## src/rtl/mem_arbiter_pkg.sv

```systemverilog
// Shared definitions for the instruction/data memory arbiter: FSM state
// encoding and the reset value of the instruction buffer.
package mem_arbiter_pkg;

  localparam int MemArbStateBits = 3;

  typedef enum logic [MemArbStateBits-1:0] {
    IDLE  = 3'd0,
    DREQ  = 3'd1,
    DRESP = 3'd2,
    IREQ  = 3'd3,
    IRESP = 3'd4
  } memArbState_e;

  // addi x0, x0, 0 -- the pipeline sees a bubble until the first real fetch
  localparam logic [31:0] NopInstr = 32'h0000_0013;

endpackage

```

## src/rtl/mem_arbiter_if.sv

```systemverilog
// Pipeline-side and memory-side signals of the arbiter. master is the
// arbiter's view; slave is the view of the pipeline plus shared memory.
interface mem_arbiter_if #(
  parameter int ADDR_W = 64,
  parameter int DATA_W = 64
);
  logic                  imemReq;
  logic [ADDR_W-1:0]     imemAddr;
  logic [31:0]           imemRdata;
  logic                  dmemRead;
  logic                  dmemWrite;
  logic [ADDR_W-1:0]     dmemAddr;
  logic [DATA_W-1:0]     dmemWdata;
  logic [DATA_W/8-1:0]   dmemBe;
  logic [DATA_W-1:0]     dmemRdata;
  logic                  memValid;
  logic                  memWe;
  logic [ADDR_W-1:0]     memAddr;
  logic [DATA_W-1:0]     memWdata;
  logic [DATA_W/8-1:0]   memBe;
  logic                  memReady;
  logic                  memRespValid;
  logic [DATA_W-1:0]     memRdata;
  logic                  memStall;

  modport master (
    input  imemReq, imemAddr, dmemRead, dmemWrite, dmemAddr, dmemWdata, dmemBe,
    input  memReady, memRespValid, memRdata,
    output imemRdata, dmemRdata, memValid, memWe, memAddr, memWdata, memBe, memStall
  );

  modport slave (
    output imemReq, imemAddr, dmemRead, dmemWrite, dmemAddr, dmemWdata, dmemBe,
    output memReady, memRespValid, memRdata,
    input  imemRdata, dmemRdata, memValid, memWe, memAddr, memWdata, memBe, memStall
  );
endinterface

```

## src/rtl/mem_resp_buffer.sv

```systemverilog
// Capture registers for fetched instruction and load data, plus the per-cycle
// done flags that tell the arbiter which transactions already completed.
import mem_arbiter_pkg::*;

module mem_resp_buffer #(
  parameter int DATA_W = 64
) (
  input  logic              clk,
  input  logic              rst_n,
  input  logic              capD,
  input  logic              capI,
  input  logic              clrDone,
  input  logic              wordSel,
  input  logic [DATA_W-1:0] memRdata,
  output logic              doneD,
  output logic              doneI,
  output logic [31:0]       instr,
  output logic [DATA_W-1:0] data
);

  logic [31:0] instrWord;

  // On a wide bus the fetch address picks which 32-bit half holds the instruction
  if (DATA_W >= 64) begin : gWordSel
    assign instrWord = wordSel ? memRdata[63:32] : memRdata[31:0];
  end else begin : gNoWordSel
    assign instrWord = memRdata[31:0];
  end

  always_ff @(posedge clk or negedge rst_n) begin
    if (!rst_n) begin
      doneD <= 1'b0;
      doneI <= 1'b0;
      instr <= NopInstr;
      data  <= '0;
    end else begin
      if (clrDone) begin
        doneD <= 1'b0;
        doneI <= 1'b0;
      end else begin
        if (capD) doneD <= 1'b1;
        if (capI) doneI <= 1'b1;
      end
      if (capD) data  <= memRdata;
      if (capI) instr <= instrWord;
    end
  end

endmodule

```

## src/rtl/mem_arbiter.sv

```systemverilog
// Arbitrates one shared memory port between the fetch and memory stages,
// serving data before instruction and stalling the pipeline until both finish.
import mem_arbiter_pkg::*;

module mem_arbiter #(
  parameter int ADDR_W = 64,
  parameter int DATA_W = 64
) (
  input  logic          clk,
  input  logic          rst_n,
  mem_arbiter_if.master bus
);

  localparam int BE_W = DATA_W / 8;

  memArbState_e      state;
  logic              needD, needI, doneD, doneI;
  logic              pendD, pendI, issueD, issueI;
  logic              capD, capI, stall;
  logic [ADDR_W-1:0] reqAddr;

  assign needD = bus.dmemRead | bus.dmemWrite;
  assign needI = bus.imemReq;
  assign pendD = needD & ~doneD;
  assign pendI = needI & ~doneI;
  assign stall = rst_n & (pendD | pendI);

  // IDLE presents the request in the cycle the need appears; DREQ/IREQ hold it
  assign issueD = rst_n & ((state == DREQ) | ((state == IDLE) & pendD));
  assign issueI = rst_n & ((state == IREQ) | ((state == IDLE) & ~pendD & pendI));

  assign capD    = (state == DRESP) & bus.memRespValid;
  assign capI    = (state == IRESP) & bus.memRespValid;
  assign reqAddr = issueD ? bus.dmemAddr : bus.imemAddr;

  always_comb begin
    bus.memValid = issueD | issueI;
    bus.memWe    = issueD & bus.dmemWrite;
    bus.memAddr  = reqAddr;
    bus.memWdata = bus.dmemWdata;
    bus.memBe    = issueD ? bus.dmemBe : {BE_W{1'b1}};
    bus.memStall = stall;
  end

  always_ff @(posedge clk or negedge rst_n) begin
    if (!rst_n) begin
      state <= IDLE;
    end else begin
      case (state)
        IDLE: begin
          if (issueD)      state <= bus.memReady ? DRESP : DREQ;
          else if (issueI) state <= bus.memReady ? IRESP : IREQ;
        end
        DREQ:  if (bus.memReady)     state <= DRESP;
        DRESP: if (bus.memRespValid) state <= needI ? IREQ : IDLE;
        IREQ:  if (bus.memReady)     state <= IRESP;
        IRESP: if (bus.memRespValid) state <= IDLE;
        default:                     state <= IDLE;
      endcase
    end
  end

  mem_resp_buffer #(.DATA_W(DATA_W)) uRespBuf (
    .clk      (clk),
    .rst_n    (rst_n),
    .capD     (capD),
    .capI     (capI),
    .clrDone  (~stall),
    .wordSel  (bus.imemAddr[2]),
    .memRdata (bus.memRdata),
    .doneD    (doneD),
    .doneI    (doneI),
    .instr    (bus.imemRdata),
    .data     (bus.dmemRdata)
  );

endmodule

```

## src/flat_wrapper.sv

```systemverilog
// flat-port wrapper written by rule: the top's interface ports become plain ports
module mem_arbiter_flat 
#(
  parameter int ADDR_W = 64,
  parameter int DATA_W = 64
)
  (clk, rst_n, bus_imemReq, bus_imemAddr, bus_dmemRead, bus_dmemWrite, bus_dmemAddr, bus_dmemWdata, bus_dmemBe, bus_memReady, bus_memRespValid, bus_memRdata, bus_imemRdata, bus_dmemRdata, bus_memValid, bus_memWe, bus_memAddr, bus_memWdata, bus_memBe, bus_memStall);
  mem_arbiter_if #(.ADDR_W(ADDR_W), .DATA_W(DATA_W)) bus_i ();
  input  logic clk;
  input  logic rst_n;
  input wire logic [$bits(bus_i.imemReq)-1:0] bus_imemReq;
  input wire logic [$bits(bus_i.imemAddr)-1:0] bus_imemAddr;
  input wire logic [$bits(bus_i.dmemRead)-1:0] bus_dmemRead;
  input wire logic [$bits(bus_i.dmemWrite)-1:0] bus_dmemWrite;
  input wire logic [$bits(bus_i.dmemAddr)-1:0] bus_dmemAddr;
  input wire logic [$bits(bus_i.dmemWdata)-1:0] bus_dmemWdata;
  input wire logic [$bits(bus_i.dmemBe)-1:0] bus_dmemBe;
  input wire logic [$bits(bus_i.memReady)-1:0] bus_memReady;
  input wire logic [$bits(bus_i.memRespValid)-1:0] bus_memRespValid;
  input wire logic [$bits(bus_i.memRdata)-1:0] bus_memRdata;
  output wire logic [$bits(bus_i.imemRdata)-1:0] bus_imemRdata;
  output wire logic [$bits(bus_i.dmemRdata)-1:0] bus_dmemRdata;
  output wire logic [$bits(bus_i.memValid)-1:0] bus_memValid;
  output wire logic [$bits(bus_i.memWe)-1:0] bus_memWe;
  output wire logic [$bits(bus_i.memAddr)-1:0] bus_memAddr;
  output wire logic [$bits(bus_i.memWdata)-1:0] bus_memWdata;
  output wire logic [$bits(bus_i.memBe)-1:0] bus_memBe;
  output wire logic [$bits(bus_i.memStall)-1:0] bus_memStall;
  assign bus_i.imemReq = bus_imemReq;
  assign bus_i.imemAddr = bus_imemAddr;
  assign bus_i.dmemRead = bus_dmemRead;
  assign bus_i.dmemWrite = bus_dmemWrite;
  assign bus_i.dmemAddr = bus_dmemAddr;
  assign bus_i.dmemWdata = bus_dmemWdata;
  assign bus_i.dmemBe = bus_dmemBe;
  assign bus_i.memReady = bus_memReady;
  assign bus_i.memRespValid = bus_memRespValid;
  assign bus_i.memRdata = bus_memRdata;
  assign bus_imemRdata = bus_i.imemRdata;
  assign bus_dmemRdata = bus_i.dmemRdata;
  assign bus_memValid = bus_i.memValid;
  assign bus_memWe = bus_i.memWe;
  assign bus_memAddr = bus_i.memAddr;
  assign bus_memWdata = bus_i.memWdata;
  assign bus_memBe = bus_i.memBe;
  assign bus_memStall = bus_i.memStall;
  mem_arbiter #(.ADDR_W(ADDR_W), .DATA_W(DATA_W)) u_core (.clk(clk), .rst_n(rst_n), .bus(bus_i));
endmodule
```

## config.mk

```make
export PLATFORM = sky130hd
export DESIGN_NAME = mem_arbiter_flat
export DESIGN_NICKNAME = d
export VERILOG_FILES = /design/src/rtl/mem_arbiter_pkg.sv /design/src/rtl/mem_arbiter_if.sv /design/src/rtl/mem_resp_buffer.sv /design/src/rtl/mem_arbiter.sv /design/src/flat_wrapper.sv
export SDC_FILE = /design/constraint.sdc
export NUM_CORES = 1
export LEC_CHECK = 0
export BUFFER_PORTS_ARGS = -buffer_cell sky130_fd_sc_hd__buf_2
export CAP_MARGIN = 20
export CORE_AREA = 2 2 195 197
export DETAILED_ROUTE_END_ITERATION = 6
export DIE_AREA = 0 0 197 199
export SLEW_MARGIN = 20
export SYNTH_ARGS = -nofsm -noshare
export SYNTH_HDL_FRONTEND = slang
export SYNTH_SLANG_ARGS = --single-unit
```

## constraint.sdc

```tcl
create_clock -name clk -period 1.65 [get_ports clk]
set_clock_uncertainty 0.15 [all_clocks]
set_input_delay 0.0825 -clock clk [delete_from_list [all_inputs] [get_ports clk]]
set_output_delay 0.0825 -clock clk [all_outputs]
set_load 0.02 [all_outputs]
```

==> results.toml <==
[status]
status = "finished, violations left"
failed_checks = "negative setup slack"

[cells_and_area]
multi_input_area_um2 = 2630
drive_gt1_frac = 0.642
design_area_um2 = 9350
postLayoutCoreUtil = 0.252
final_cells = 1328
syn_to_final_growth_pct = 59.4
n_fill_cell = 3902
seqCellArea_um2 = 2530
fin_nets = 1119

[routing]
drc = 0
first_pass_iters = 6
wl_per_cell_um = 21.1
viasPerCell = 3.86
detail-route-antenna-nets = 0
drtIter0Drc = 173
finalWirelength_um = 28000
vias = 5130

[die]
start_util = 0.158
rows = 71
coreArea_um2 = 37100
fp.dieW_um = 197
die_y_um = 199
io-pin-count = 506
die_area_um2 = 39200

[timing]
max_clock_freq_ghz = 0.463
slew_headroom = 0.599
fin_tns_setup_ns = -48.00
period_needed_ns = 2.16
drv_slew = 0
worst_slack_ns = -0.511
hold_viol_final = 0
min_period_over_period = 1.31
rsz0062_at_grt = "yes"
worst_pin_slew_ns = 0.602
setup_viol = 141

[worst_setup_path]
required_ns = 1.42
crit_arrival_ns = 1.93
cp-start-kind = "flop"
worst-path-max-fanout = 42
slowest_stage = "mux2_4"
crit_type = "flop to output port"
critPathCaptureType = "output port"
critPathMaxStageDelay_ns = 0.38
cp_cell_sequence = "o21ba_4 > o21ai_4 > buf_12 > mux2_4 > buf_6"

[place]
placed_area_um2 = 7850
dpl_worst_slack_ns = -0.255
place_congestion = 0.838
dp_hpwl_um = 21900
io_buffers = 377
place_inst = 1236

[synth]
synth.area.top_cells = "dfrtp_1, mux2_4, buf_4, mux2_2, mux2_1"
netlist_area_um2 = 5870
synth_area_per_cell_um2 = 12.8
yosysUniqueCellTypes = 31
ys_seq_area_frac = 0.431
synth_top_cell_area_share = 0.418
syn_nets = 729
synth_area_leader_cell = "dfrtp_1"
syn-instance-count = 457
ys_ff_latch = 101
ys_warn_count = 0

[clocking]
clockBufferDepth = 2
cts_htree_levels = 3
cts_root_buf = "clkbuf_16"
cts_made_buffers = 9
clk_pin_slew_ns = 0.08
clk-insertion-delay-late_ns = 0.36
clock_sinks = 101
cts_tree = "yes"

[global_routing]
grt_pass1_wl_um = 37100
grt_max_degree = 98
grt_pass1_vias = 5317
gr-usage-all-layers = 0.134
overflow = 0
antenna_found_initial = 5

[run]
maxCapViolCount = 0

[min_path]
min_path_type = "primary input to output port"

[power]
p_per_area_nw_per_um2 = 1670
vdd_ir_drop_max_mv = 1.14
leakage_uw = 0.00464
-- path summary, 6_finish.rpt --
path | start | end | slack, ns | depth (start not counted)
max | u_core.uRespBuf.doneD$_DFFE_PN0P_ | bus_memAddr[31] | -0.51 | 5
min | bus_dmemWdata[57] | bus_memWdata[57] | 0.02 | 0
max reg2reg | u_core.state[0]$_DFFE_PN0P_ | u_core.uRespBuf.data[46]$_DFFE_PN0P_ | -0.29 | 5
min reg2reg | u_core.uRespBuf.data[18]$_DFFE_PN0P_ | u_core.uRespBuf.data[18]$_DFFE_PN0P_ | 0.33 | 1
max in group asynchronous | rst_n | u_core.uRespBuf.instr[3]$_DFFE_PN0P_ | 0.45 | 4
min in group asynchronous | rst_n | u_core.state[0]$_DFFE_PN0P_ | 0.09 | 3
-- metrics by stage --
stage | hold slack (ns) | power [uW]
2_1_floorplan | -0.363 | 10000
3_3_place_gp | -0.116 | 12500
3_5_place_dp | -0.111 | 12700
4_1_cts | 0.000230 | 15600
5_1_grt | 0.0151 | 16400
6_report | 0.0150 | 15600
-- kinds of logic (layout without fill, tap and decap cells) --
family	count (synthesis)	count (layout)	share of synthesized area
AOI/OAI and AO/OA	43	43	0.0427
adders and majority gates	1	1	0.00213
buffers and inverters	96	491	0.134
DFF	101	101	0.431
muxes	160	160	0.339
other	0	2	0
and+or+nand+nor	56	56	0.0512
-- flip-flops by register name, summed over array words and instances, names as in the netlist --
register / cells
u_core.uRespBuf.data: 64
u_core.uRespBuf.instr: 32
u_core.state: 3
u_core.uRespBuf.doneD: 1
u_core.uRespBuf.doneI: 1
-- routing by layer --
layer | wire, um | vias up | part of all wire | track usage
li1 | - | 2312 | - | -
met1 | 11400 | 2456 | 0.41 | 0.161
met2 | 12600 | 326 | 0.45 | 0.204
met3 | 3210 | 30 | 0.11 | 0.0646
met4 | 755 | 6 | 0.027 | 0.0543
met5 | 35 | - | 0.0013 | 0
-- where the power goes --
group          total (uW)  internal [uW]  leakage (uW)  switching (uW)
Sequential           4460           3760       0.00118             693
Combinational        9020           4060       0.00332            4950
Clock                2100           1050      0.000135            1050
Total               15600           8880       0.00464            6700
-- synthesized netlist by cell type (all sizes together) --
| library cell | number |
|---|---|
| nand4b | 2 |
| mux2 | 128 |
| dfstp | 3 |
| o21ai | 2 |
| nor4b | 1 |
| a21o | 1 |
| nor4bb | 1 |
| nor2 | 38 |
| and4bb | 1 |
| nor2b | 2 |
| mux2i | 32 |
| buf | 90 |
| a32o | 2 |
| nand2b | 1 |
| dfrtp | 98 |
| a31o | 1 |
| clkbuf | 3 |
| a21oi | 33 |
| inv | 3 |
| ha | 1 |
| or2 | 9 |
| nor3b | 1 |
| o21ba | 1 |
| o41ai | 2 |
| o211ai | 1 |
-- cells in the final DEF, fill, tap and decap left out, types with 2 or more instances in the layout --
cell	netlist	final
a21oi_1	33	32
buf_6	8	63
diode_2	0	2
clkinvlp_4	0	2
nand4b_1	2	2
o21ai_4	0	2
buf_12	6	8
buf_2	7	312
mux2i_1	32	32
nor2b_1	2	2
mux2_2	36	35
or2_2	9	8
inv_1	3	2
nor2_1	38	37
dlygate4sd3_1	0	68
dfstp_2	3	3
clkbuf_16	0	9
dfrtp_1	98	97
mux2_1	32	26
inv_8	0	2
mux2_4	60	67
clkinv_4	0	2
buf_4	69	20
-- critical path: cells and delay by family (launching register included) --
family,cells,cell delay [ns]
flip-flops,1,0.36
AO/OA/AOI/OAI,2,0.36
multiplexers,1,0.38
buffers and inverters,2,0.42
-- repair_timing --
action,CTS,global route
cloned,1,0
pin swaps,3,1
buffers inserted,4,1
endpoints found under the setup margin,142,166
gates resized for setup,122,21
hold buffers,68,0
endpoints found under the hold margin,197,0
-- final cells by class --
cell class | count | area share
inverter | 3 | 0.00120
antenna | 2 | 0.000535
timing repair buffer | 472 | 0.352
sequential | 101 | 0.271
tap | 474 | 0.0634
clock buffer | 9 | 0.0241
multi-input combinational | 260 | 0.281
clock inverter | 7 | 0.00642
(Power assumes the default switching activity.)
